`src/rtl/multi_channel_freq_counter.sv`:
```
// -----------------------------------------------------------------------------
// multi_channel_freq_counter
//
// Purpose:
//   N-channel gated frequency counter. All channels count rising edges of their
//   asynchronous input over a common gate window. Windows run back-to-back with
//   no dead time. At each window end every channel is snapshotted into a shadow
//   bank. The bank is then drained as a valid/ready stream of per-channel
//   results.
//
// Ports:
//   clk_i          system clock
//   async_rst_i    asynchronous active-low reset; release expected synchronous
//   sig_i          CH_NUM asynchronous measured signals
//   enable_i       run gating; low aborts the current window
//   gate_sel_i     window = GATE_BASE / 10^sel cycles, sampled on (re)arm
//   clr_overrun_i  clears the sticky overrun flag
//   res_data_o     count of the channel currently presented
//   res_ch_o       channel index of res_data_o
//   res_ovf_o      that channel's count saturated
//   res_last_o     presented beat is the final channel
//   res_valid_o    result beat valid
//   res_ready_i    consumer accepts the beat
//   overrun_o      sticky: a snapshot was dropped because the bank was full
//   gate_active_o  a window is currently counting
// -----------------------------------------------------------------------------
module multi_channel_freq_counter #(
    parameter int  CH_NUM    = 4,
    parameter int  CNT_W     = 32,
    parameter int  GATE_BASE = 10_000_000,
    localparam int CH_IDX_W  = (CH_NUM > 1) ? $clog2(CH_NUM) : 1
) (
    input  logic                clk_i,
    input  logic                async_rst_i,
    input  logic [CH_NUM-1:0]   sig_i,
    input  logic                enable_i,
    input  logic [1:0]          gate_sel_i,
    input  logic                clr_overrun_i,
    output logic [CNT_W-1:0]    res_data_o,
    output logic [CH_IDX_W-1:0] res_ch_o,
    output logic                res_ovf_o,
    output logic                res_last_o,
    output logic                res_valid_o,
    input  logic                res_ready_i,
    output logic                overrun_o,
    output logic                gate_active_o
);

    // GATE_BASE-1 is the largest value ever loaded into the gate counter.
    localparam int GATE_W = $clog2(GATE_BASE);

    localparam logic [GATE_W-1:0] GATE_LEN0_M1 = GATE_W'(GATE_BASE - 1);
    localparam logic [GATE_W-1:0] GATE_LEN1_M1 = GATE_W'(GATE_BASE / 10 - 1);
    localparam logic [GATE_W-1:0] GATE_LEN2_M1 = GATE_W'(GATE_BASE / 100 - 1);
    localparam logic [GATE_W-1:0] GATE_LEN3_M1 = GATE_W'(GATE_BASE / 1000 - 1);

    typedef enum logic [1:0] {
        S_IDLE,
        S_ARM,
        S_GATE
    } state_t;

    state_t                r_state;
    state_t                w_state_next;
    logic [GATE_W-1:0]     r_gate_cnt;
    logic [GATE_W-1:0]     w_gate_reload;
    logic                  w_load_gate;
    logic                  w_clr_cnt;
    logic                  w_count_en;
    logic                  w_terminal;

    // Input synchroniser (two flops) plus one edge-detect history flop.
    logic [CH_NUM-1:0]     r_sync1;
    logic [CH_NUM-1:0]     r_sync2;
    logic [CH_NUM-1:0]     r_sync3;
    logic [CH_NUM-1:0]     w_edge;

    logic [CNT_W-1:0]      w_snap_cnt [CH_NUM];
    logic [CH_NUM-1:0]     w_snap_ovf;

    logic [CNT_W-1:0]      r_bank_data [CH_NUM];
    logic [CH_NUM-1:0]     r_bank_ovf;
    logic                  r_full;
    logic [CH_IDX_W-1:0]   r_ptr;
    logic                  r_overrun;
    logic                  w_last;
    logic                  w_fire;
    logic                  w_bank_free;
    logic                  w_bank_load;

    // ---------------------------------------------------------------- FSM
    always_ff @(posedge clk_i or negedge async_rst_i) begin
        if (!async_rst_i) begin
            r_state <= S_IDLE;
        end else begin
            r_state <= w_state_next;
        end
    end

    always_comb begin
        w_state_next = r_state;
        w_load_gate  = 1'b0;
        w_clr_cnt    = 1'b0;
        w_count_en   = 1'b0;
        w_terminal   = 1'b0;
        case (r_state)
            S_IDLE: begin
                w_clr_cnt = 1'b1;
                if (enable_i) begin
                    w_state_next = S_ARM;
                end
            end
            S_ARM: begin
                w_clr_cnt    = 1'b1;
                w_load_gate  = 1'b1;
                w_state_next = enable_i ? S_GATE : S_IDLE;
            end
            S_GATE: begin
                if (!enable_i) begin
                    // Abort: partial counts are discarded, bank untouched.
                    w_clr_cnt    = 1'b1;
                    w_state_next = S_IDLE;
                end else if (r_gate_cnt == '0) begin
                    // Terminal count doubles as an implicit ARM so the next
                    // window starts on the very next cycle.
                    w_terminal  = 1'b1;
                    w_load_gate = 1'b1;
                    w_clr_cnt   = 1'b1;
                end else begin
                    w_count_en = 1'b1;
                end
            end
            default: begin
                w_state_next = S_IDLE;
            end
        endcase
    end

    always_comb begin
        case (gate_sel_i)
            2'd0:    w_gate_reload = GATE_LEN0_M1;
            2'd1:    w_gate_reload = GATE_LEN1_M1;
            2'd2:    w_gate_reload = GATE_LEN2_M1;
            default: w_gate_reload = GATE_LEN3_M1;
        endcase
    end

    always_ff @(posedge clk_i or negedge async_rst_i) begin
        if (!async_rst_i) begin
            r_gate_cnt <= '0;
        end else if (w_load_gate) begin
            r_gate_cnt <= w_gate_reload;
        end else if (w_count_en) begin
            r_gate_cnt <= r_gate_cnt - GATE_W'(1);
        end
    end

    // ------------------------------------------------------- input path
    always_ff @(posedge clk_i or negedge async_rst_i) begin
        if (!async_rst_i) begin
            r_sync1 <= '0;
            r_sync2 <= '0;
            r_sync3 <= '0;
        end else begin
            r_sync1 <= sig_i;
            r_sync2 <= r_sync1;
            r_sync3 <= r_sync2;
        end
    end

    assign w_edge = r_sync2 & ~r_sync3;

    // ------------------------------------------------- per-channel counters
    generate
        for (genvar gi = 0; gi < CH_NUM; gi++) begin : g_ch
            logic [CNT_W-1:0] r_cnt;
            logic             r_ovf;
            logic             w_sat;

            assign w_sat = (r_cnt == '1);
            // The snapshot includes the edge of the terminal cycle itself.
            assign w_snap_cnt[gi] = (w_edge[gi] && !w_sat) ? r_cnt + CNT_W'(1) : r_cnt;
            assign w_snap_ovf[gi] = r_ovf | (w_edge[gi] & w_sat);

            always_ff @(posedge clk_i or negedge async_rst_i) begin
                if (!async_rst_i) begin
                    r_cnt <= '0;
                    r_ovf <= 1'b0;
                end else if (w_clr_cnt) begin
                    r_cnt <= '0;
                    r_ovf <= 1'b0;
                end else if (w_count_en) begin
                    r_cnt <= w_snap_cnt[gi];
                    r_ovf <= w_snap_ovf[gi];
                end
            end
        end
    endgenerate

    // ------------------------------------------------- shadow bank + stream
    assign w_last      = (r_ptr == CH_IDX_W'(CH_NUM - 1));
    assign w_fire      = r_full & res_ready_i;
    // A bank whose last beat is being accepted this cycle counts as empty.
    assign w_bank_free = ~r_full | (w_fire & w_last);
    assign w_bank_load = w_terminal & w_bank_free;

    always_ff @(posedge clk_i or negedge async_rst_i) begin
        if (!async_rst_i) begin
            for (int i = 0; i < CH_NUM; i++) begin
                r_bank_data[i] <= '0;
            end
            r_bank_ovf <= '0;
        end else if (w_bank_load) begin
            for (int i = 0; i < CH_NUM; i++) begin
                r_bank_data[i] <= w_snap_cnt[i];
            end
            r_bank_ovf <= w_snap_ovf;
        end
    end

    always_ff @(posedge clk_i or negedge async_rst_i) begin
        if (!async_rst_i) begin
            r_full <= 1'b0;
            r_ptr  <= '0;
        end else if (w_bank_load) begin
            r_full <= 1'b1;
            r_ptr  <= '0;
        end else if (w_fire) begin
            if (w_last) begin
                r_full <= 1'b0;
                r_ptr  <= '0;
            end else begin
                r_ptr <= r_ptr + CH_IDX_W'(1);
            end
        end
    end

    // Setting wins over clearing when both happen together.
    always_ff @(posedge clk_i or negedge async_rst_i) begin
        if (!async_rst_i) begin
            r_overrun <= 1'b0;
        end else if (w_terminal && !w_bank_free) begin
            r_overrun <= 1'b1;
        end else if (clr_overrun_i) begin
            r_overrun <= 1'b0;
        end
    end

    assign res_valid_o   = r_full;
    assign res_data_o    = r_bank_data[r_ptr];
    assign res_ovf_o     = r_bank_ovf[r_ptr];
    assign res_ch_o      = r_ptr;
    assign res_last_o    = r_full & w_last;
    assign overrun_o     = r_overrun;
    assign gate_active_o = (r_state == S_GATE);

endmodule

```
`config.mk`:
```
export PLATFORM = sky130hd
export DESIGN_NAME = multi_channel_freq_counter
export DESIGN_NICKNAME = d
export VERILOG_FILES = /design/src/rtl/multi_channel_freq_counter.sv
export SDC_FILE = /design/constraint.sdc
export NUM_CORES = 1
export LEC_CHECK = 0
export ABC_AREA = 1
export ABC_CLOCK_PERIOD_IN_PS = 2700
export CORE_MARGIN = 2
export CORE_UTILIZATION = 40
export CTS_CLUSTER_SIZE = 14
export DETAILED_ROUTE_END_ITERATION = 10
export SYNTH_ARGS = -nofsm -noshare
export SYNTH_HDL_FRONTEND = slang
export SYNTH_SLANG_ARGS = --single-unit
```
`constraint.sdc`:
```
create_clock -name clk_i -period 2.7 [get_ports clk_i]
set_clock_uncertainty 0.05 [all_clocks]
set_input_delay 0.81 -clock clk_i [delete_from_list [all_inputs] [get_ports clk_i]]
set_output_delay 0.81 -clock clk_i [all_outputs]
set_load 0.01 [all_outputs]
```
==> results of run 1 <==
-- through the flow --
stage / cells / instance area [um2] / power, uW / hold WS, ns
finish: 3534 / 22700 / 13740 / 0.05354
global route: 3534 / 22700 / 14340 / 0.05442
CTS: 3515 / 22200 / 13730 / 0.04104
detailed placement: 3431 / 20570 / 8281 / 0.2847
global placement: 3431 / 20570 / 8248 / 0.2868
floorplan: 2813 / 19110 / 7056 / 0.2812
-- cells in the mapped netlist (12+ instances only) --
| cell type | number |
|---|---|
| nor2_1 | 405 |
| nand4_1 | 12 |
| o21ai_0 | 112 |
| nand2_2 | 83 |
| nand3b_1 | 58 |
| buf_4 | 14 |
| ha_1 | 17 |
| buf_2 | 31 |
| xor2_1 | 31 |
| dfrtp_1 | 306 |
| buf_6 | 19 |
| inv_1 | 109 |
| o22ai_1 | 35 |
| clkbuf_1 | 54 |
| nand3_1 | 206 |
| nand2_1 | 1155 |
| xnor2_1 | 19 |
| a31oi_1 | 100 |
-- flip-flops by register name, indices dropped and copies added, names as in the netlist --
register and flops:
r_sync1 4, overrun_o 1, r_sync3 4, r_gate_cnt 24, res_ch_o 2, res_valid_o 1, r_sync2 4, r_bank_data 128
g_ch.r_ovf 4, r_state 2, g_ch.r_cnt 128, r_bank_ovf 4
-- cell type report --
class,count,area (um2)
Fill cell,4804,24750
Multi-Input combinational cell,2266,10750
Sequential cell,306,7660
Timing Repair Buffer,162,1748
Clock buffer,60,1227
Tap cell,615,769.5
Inverter,114,452.9
Clock inverter,11,91.34
-- power by group through the flow --
stage	clock network, uW	registers [uW]	logic (uW)
2_1_floorplan	0	5010	2050
3_3_place_gp	0	5060	3190
3_5_place_dp	0	5070	3220
4_1_cts	5460	4990	3280
5_1_grt	5630	5020	3690
6_report	5350	4990	3400
-- what timing repair did --
item | 4_1_cts | 5_1_grt
setup buffers | 13 | 15
gates cloned | 2 | 7
endpoints found under the setup margin | 35 | 32
resized for setup | 206 | 129
pin swaps | 16 | 17
-- cell families (layout without fill, tap and decap cells) --
logic type | after synthesis | count (layout) | synth area share (%)
and+or+nand+nor | 1944 | 1944 | 42.79
DFF | 306 | 306 | 40.07
AOI/OAI and AO/OA | 255 | 255 | 7.667
buffers and inverters | 241 | 347 | 6.069
xor gates and xnor gates | 50 | 50 | 2.291
adders and majority gates | 17 | 17 | 1.113
-- worst paths after layout --
check                      slack [ns]  cells after the start                end        startpoint
setup / recovery                -0.01                      8     res_data_o[31]       res_ch_o[1]
hold / removal                   0.05                      1   g_ch[0].r_cnt[4]       async_rst_i
setup reg to reg                 0.21                     12   g_ch[2].r_cnt[9]  g_ch[2].r_cnt[1]
hold reg to reg                  0.30                      0         r_sync2[2]        r_sync1[2]
max in group asynchronous        1.70                      3  g_ch[2].r_cnt[30]       async_rst_i
min in group clk_i               0.30                      0         r_sync2[2]        r_sync1[2]
-- routing by layer --
metal	vias to the layer above	track usage, %	routed length [um]
met5	-	0	0
met4	0	11.39	2991
met3	128	4.589	3867
met2	531	38.11	27660
met1	8966	35.64	29380
li1	9180	-	-
==> flow_summary.toml, run 1 <==
[floorplan]
die_h_um = 222.6
ios = 50
start_util_pct = 40.28
fp.coreArea_mm2 = 0.04745
die_area_mm2 = 0.04954
die_w_um = 222.6
num_rows = 80

[sta]
setup_viol = 4
fin_crit_sh_pct = 100.5
min_period_ns = 2.715
rsz0062_at_grt = "yes"
drv_slew = 0
fmax_mhz = 368.4
worst_pin_slew_ns = 0.7917
slew_headroom_pct = 46.66
tns_ns = -0.03018
worst_slack_ns = -0.01464
finalHoldViolCount = 0

[worst_setup_path]
path_cells = "buf_6 > inv_8 > buf_12 > buf_8 > o21ai_2 > o22ai_2 > buf_6 > buf_6"
crit_type = "register to primary output"
end_kind = "primary output"
cpPeakStageDelay_ns = 0.39
arrival_ns = 1.85
path_buf_inv = 6
cp_max_fo = 6
crit_required_ns = 1.84
cpMostUsedCell = "buf_6"
path_delay_family = "buffers and inverters"
crit_slowest_cell = "dfrtp_1"
critPathLaunchType = "register"

[logic_synthesis]
synthesis.nets = 2841
synth_area_mm2 = 0.01911
ys_ff_latch = 306
netlist_instances = 2813
synth-main-ff-cell = "dfrtp_1"
ys_types = 32
async_flop_share_pct = 100.0
synth_top_area_share_pct = 40.07
ys_seq_area_share_pct = 40.07
synth_top_area_cell = "dfrtp_1"
synth_edf_count = 0
ys.warnings.count = 0
synth.top_cells.by_area = "dfrtp_1 (40%), nand2_1 (23%), nor2_1 (8.0%)"
syn_area_per_cell_um2 = 6.794

[placed_design]
gp_congestion = 0.9316
port_buffers = 49
hpwl_mm = 45.35
post-place-ws_ns = 0.05982

[clocking]
path_clk_slew_ns = 0.06
htreeDepth = 2
root_buffer = "clkbuf_16"
cts_buffers = 39
clock_sinks = 306
worstSkewPairLatency_ns = 0.56
cts_tree = "done"
cts_hold_buf = 0
clk_path_buf_depth = 3

[layout]
antenna_cells = 0
fin_util_pct = 47.85
area_growth_pct = 18.78
final_common_cell = "nand2_1"
mostFrequentLayoutCells = "nand2_1 (1154), nor2_1 (378), dfrtp_1 (304), nand3_1 (206), inv_1 (107)"
nNetsFinal = 2917
layout-drive-gt1-share_pct = 13.84

[route]
antenna_left = 0
routedWlPerCell_um = 18.08
initialDrtViolationCount = 1551
viasPerCell = 5.321
firstDrtPassIters = 5
route.detailed.drc = 0
finalWirelength_mm = 63.89
vias = 18805

[global_route]
antenna_found_initial = 0
grt_max_degree = 133
overflow = 0
grt_pass1_vias = 17722
global_route.usage.total_pct = 25.37
grt_pass1_wl_mm = 99.40

[pwr]
vdd_drop_max_uv = 632.9
p_leak_uw = 0.01118
clockPowerShare_pct = 38.9
pwr_density_cell_mw_per_mm2 = 605.5
intPower_uw = 9042
p_sw_share_pct = 34.22
p_comb_share_pct = 24.8
power.switching_uw = 4703
pwr-share-seq_pct = 36.3

[worst_hold_path]
hold_path.class = "input pin to async pin"

[run_status]
violations = "setup timing"
status = "complete, but fails checks"

[job]
drv_cap = 0
Power figures use the tool's default switching activity.
==> inputs of run 2 (changes only) <==
--- a/config.mk
+++ b/config.mk
@@ -5,7 +5,6 @@
 export SDC_FILE = /design/constraint.sdc
 export NUM_CORES = 1
 export LEC_CHECK = 0
-export ABC_AREA = 1
 export ABC_CLOCK_PERIOD_IN_PS = 2700
 export CORE_MARGIN = 2
 export CORE_UTILIZATION = 40
==> flow_summary.toml, run 2 <==
[pwr]
pwr-share-seq_pct = 31.8
p_comb_share_pct = 38.5
power.switching_uw = 5872
intPower_uw = 10490
p_sw_share_pct = 35.89
p_leak_uw = 0.008586
clockPowerShare_pct = 29.7
pwr_density_cell_mw_per_mm2 = 793.2
vdd_drop_max_uv = 790.9

[worst_setup_path]
end_kind = "primary output"
reg2reg_setup_slack_ns = 0.07
crit_required_ns = 1.84
cpPeakStageDelay_ns = 0.56
crit_slowest_cell = "mux4_2"
path_cells = "buf_12 > buf_12 > buf_6 > mux4_2 > buf_6"
critPathLaunchType = "register"
arrival_ns = 2.04
cp_max_fo = 6
crit_type = "register to primary output"

[sta]
fin_crit_sh_pct = 107.4
rsz0062_at_grt = "yes"
drv_slew = 0
tns_ns = -4.697
min_period_ns = 2.901
fmax_mhz = 344.8
setup_viol = 33
worst_pin_slew_ns = 0.6481
slew_headroom_pct = 56.64
finalHoldViolCount = 0
worst_slack_ns = -0.2006

[layout]
mostFrequentLayoutCells = "dfrtp_1 (303), nand2_1 (208), o21ai_0 (163), a21oi_1 (106), nand3_1 (91)"
fillerInstances = 3772
area_growth_pct = 23.98
layout-drive-gt1-share_pct = 17.15
final_common_cell = "dfrtp_1"
reg_top3 = "g_ch.r_cnt: 128 flops, r_bank_data: 128 flops, r_gate_cnt: 24 flops"
finalInstanceArea_mm2 = 0.02063
nNetsFinal = 1960
antenna_cells = 0

[route]
vias = 14301
firstDrtPassIters = 7
viasPerCell = 5.755
routedWlPerCell_um = 20.78
initialDrtViolationCount = 1225
finalWirelength_mm = 51.64
route.detailed.drc = 0
antenna_left = 0

[worst_hold_path]
hold_path.class = "input pin to async pin"

[floorplan]
num_rows = 74
die_area_mm2 = 0.04324
die_h_um = 208.0
fp.coreArea_mm2 = 0.04092
ios = 50
start_util_pct = 40.66
die_w_um = 208.0

[placed_design]
gp_congestion = 0.8691
hpwl_mm = 34.29
dpl-instance-area_mm2 = 0.01857
port_buffers = 49

[clocking]
cts_buffers = 37
htreeDepth = 2
worstSkewPairLatency_ns = 0.56
cts_tree = "done"
clk_path_buf_depth = 3
clock_sinks = 306
root_buffer = "clkbuf_16"
path_clk_slew_ns = 0.06

[global_route]
grt_max_degree = 65
global_route.usage.total_pct = 22.55
antenna_found_initial = 1
overflow = 0
grt_pass1_vias = 13458
grt_pass1_wl_mm = 77.13

[logic_synthesis]
synth_top_area_share_pct = 46.02
synth.top_cells.by_area = "dfrtp_1 (46%), o21ai_0 (5.1%), nand2_1 (4.8%)"
synthesis.nets = 1818
synth-main-ff-cell = "dfrtp_1"
syn_area_per_cell_um2 = 9.295
synth_top_area_cell = "dfrtp_1"
synth_edf_count = 0
synth.most_common_cell = "dfrtp_1"
synth_common_cells = "dfrtp_1 (306), nand2_1 (211), o21ai_0 (168)"
ys_types = 76
async_flop_share_pct = 100.0
netlist_instances = 1790
ys_ff_latch = 306
ys_seq_area_share_pct = 46.02
ys.warnings.count = 0
synth_area_mm2 = 0.01664

[run_status]
status = "complete, but fails checks"
violations = "setup timing"

[job]
drv_cap = 0
[run 2: cell count changes after synthesis, sizes merged, moves of 84 or more]
cell | previous run | this run
nor2 | 421 | 86
nand3 | 206 | 94
a21oi | 2 | 110
nand2 | 1242 | 214
a31oi | 100 | 16
o21ai | 112 | 215
[run 2: layout make-up]
| type | count | area, um2 | share of cell area [%] |
|---|---|---|---|
| clock inverter | 3 | 43.79 | 0.2123 |
| timing repair buffer | 201 | 2366 | 11.47 |
| clock buffer | 57 | 1104 | 5.350 |
| inverter | 67 | 251.5 | 1.219 |
| multi-input combinational | 1319 | 8537 | 41.38 |
| tap | 532 | 665.6 | 3.227 |
| sequential | 306 | 7661 | 37.14 |
[run 2: worst paths after layout]
check                      cells past startpoint          start                 to
max                                            5    res_ch_o[0]          res_ovf_o
min                                            1    async_rst_i    r_bank_data[60]
max reg2reg                                   10  r_gate_cnt[1]   r_bank_data[127]
min reg2reg                                    0     r_sync1[0]         r_sync2[0]
max in group asynchronous                      2    async_rst_i  g_ch[1].r_cnt[12]
min in group clk_i                             0     r_sync1[0]         r_sync2[0]
[run 2: power by group through the flow]
| stage | Combinational, uW | Clock, uW | Sequential (uW) |
|---|---|---|---|
| after floorplan | 3290 | 0 | 5190 |
| after global placement | 5820 | 0 | 5250 |
| after detailed placement | 5890 | 0 | 5270 |
| after CTS | 6080 | 4940 | 5190 |
| after global routing | 6790 | 5130 | 5240 |
| final | 6300 | 4870 | 5200 |
[run 2: critical path: cells and delay by family, from the launching register on]
| kind | cells | cell delay, ns |
|---|---|---|
| flops | 1 | 0.39 |
| buf+inv | 4 | 0.54 |
| mux | 1 | 0.56 |
[run 2: stage by stage]
stage	hold WS, ns	utilization, %	std cells	total power (uW)	setup WS, ns
2_1_floorplan	0.2812	-	1790	8480	0.1587
3_3_place_gp	0.2840	45.38	2381	11070	-0.09338
3_5_place_dp	0.2864	45.38	2381	11160	-0.1041
4_1_cts	0.1140	48.40	2449	16210	-0.2247
5_1_grt	0.1289	50.41	2485	17150	-0.2245
6_report	0.1138	50.41	2485	16360	-0.2006
[run 2: kinds of logic after synthesis]
| kind of cell | count (synthesis) | synth area share (%) |
|---|---|---|
| and+or+nand+nor | 688 | 21.48 |
| AOI/OAI and AO/OA | 442 | 15.40 |
| DFF | 306 | 46.02 |
| buffers and inverters | 170 | 4.143 |
| xor gates and xnor gates | 118 | 6.211 |
| muxes | 49 | 5.467 |
| adders and majority gates | 17 | 1.278 |
[run 2: layer usage]
metal	global-route usage, %	share of wire, %	vias to the layer above
met5	0	0	-
met4	6.579	2.8	0
met3	4.302	6.3	82
met2	34.75	46	399
met1	32.37	45	7107
li1	-	-	6713
[run 2: what timing repair did]
action | in CTS | in global routing
hold buffers | 0 | 0
buffers inserted | 9 | 8
cloned | 1 | 29
resized for setup | 169 | 49
endpoints found under the setup margin | 38 | 158
pin swaps | 0 | 4
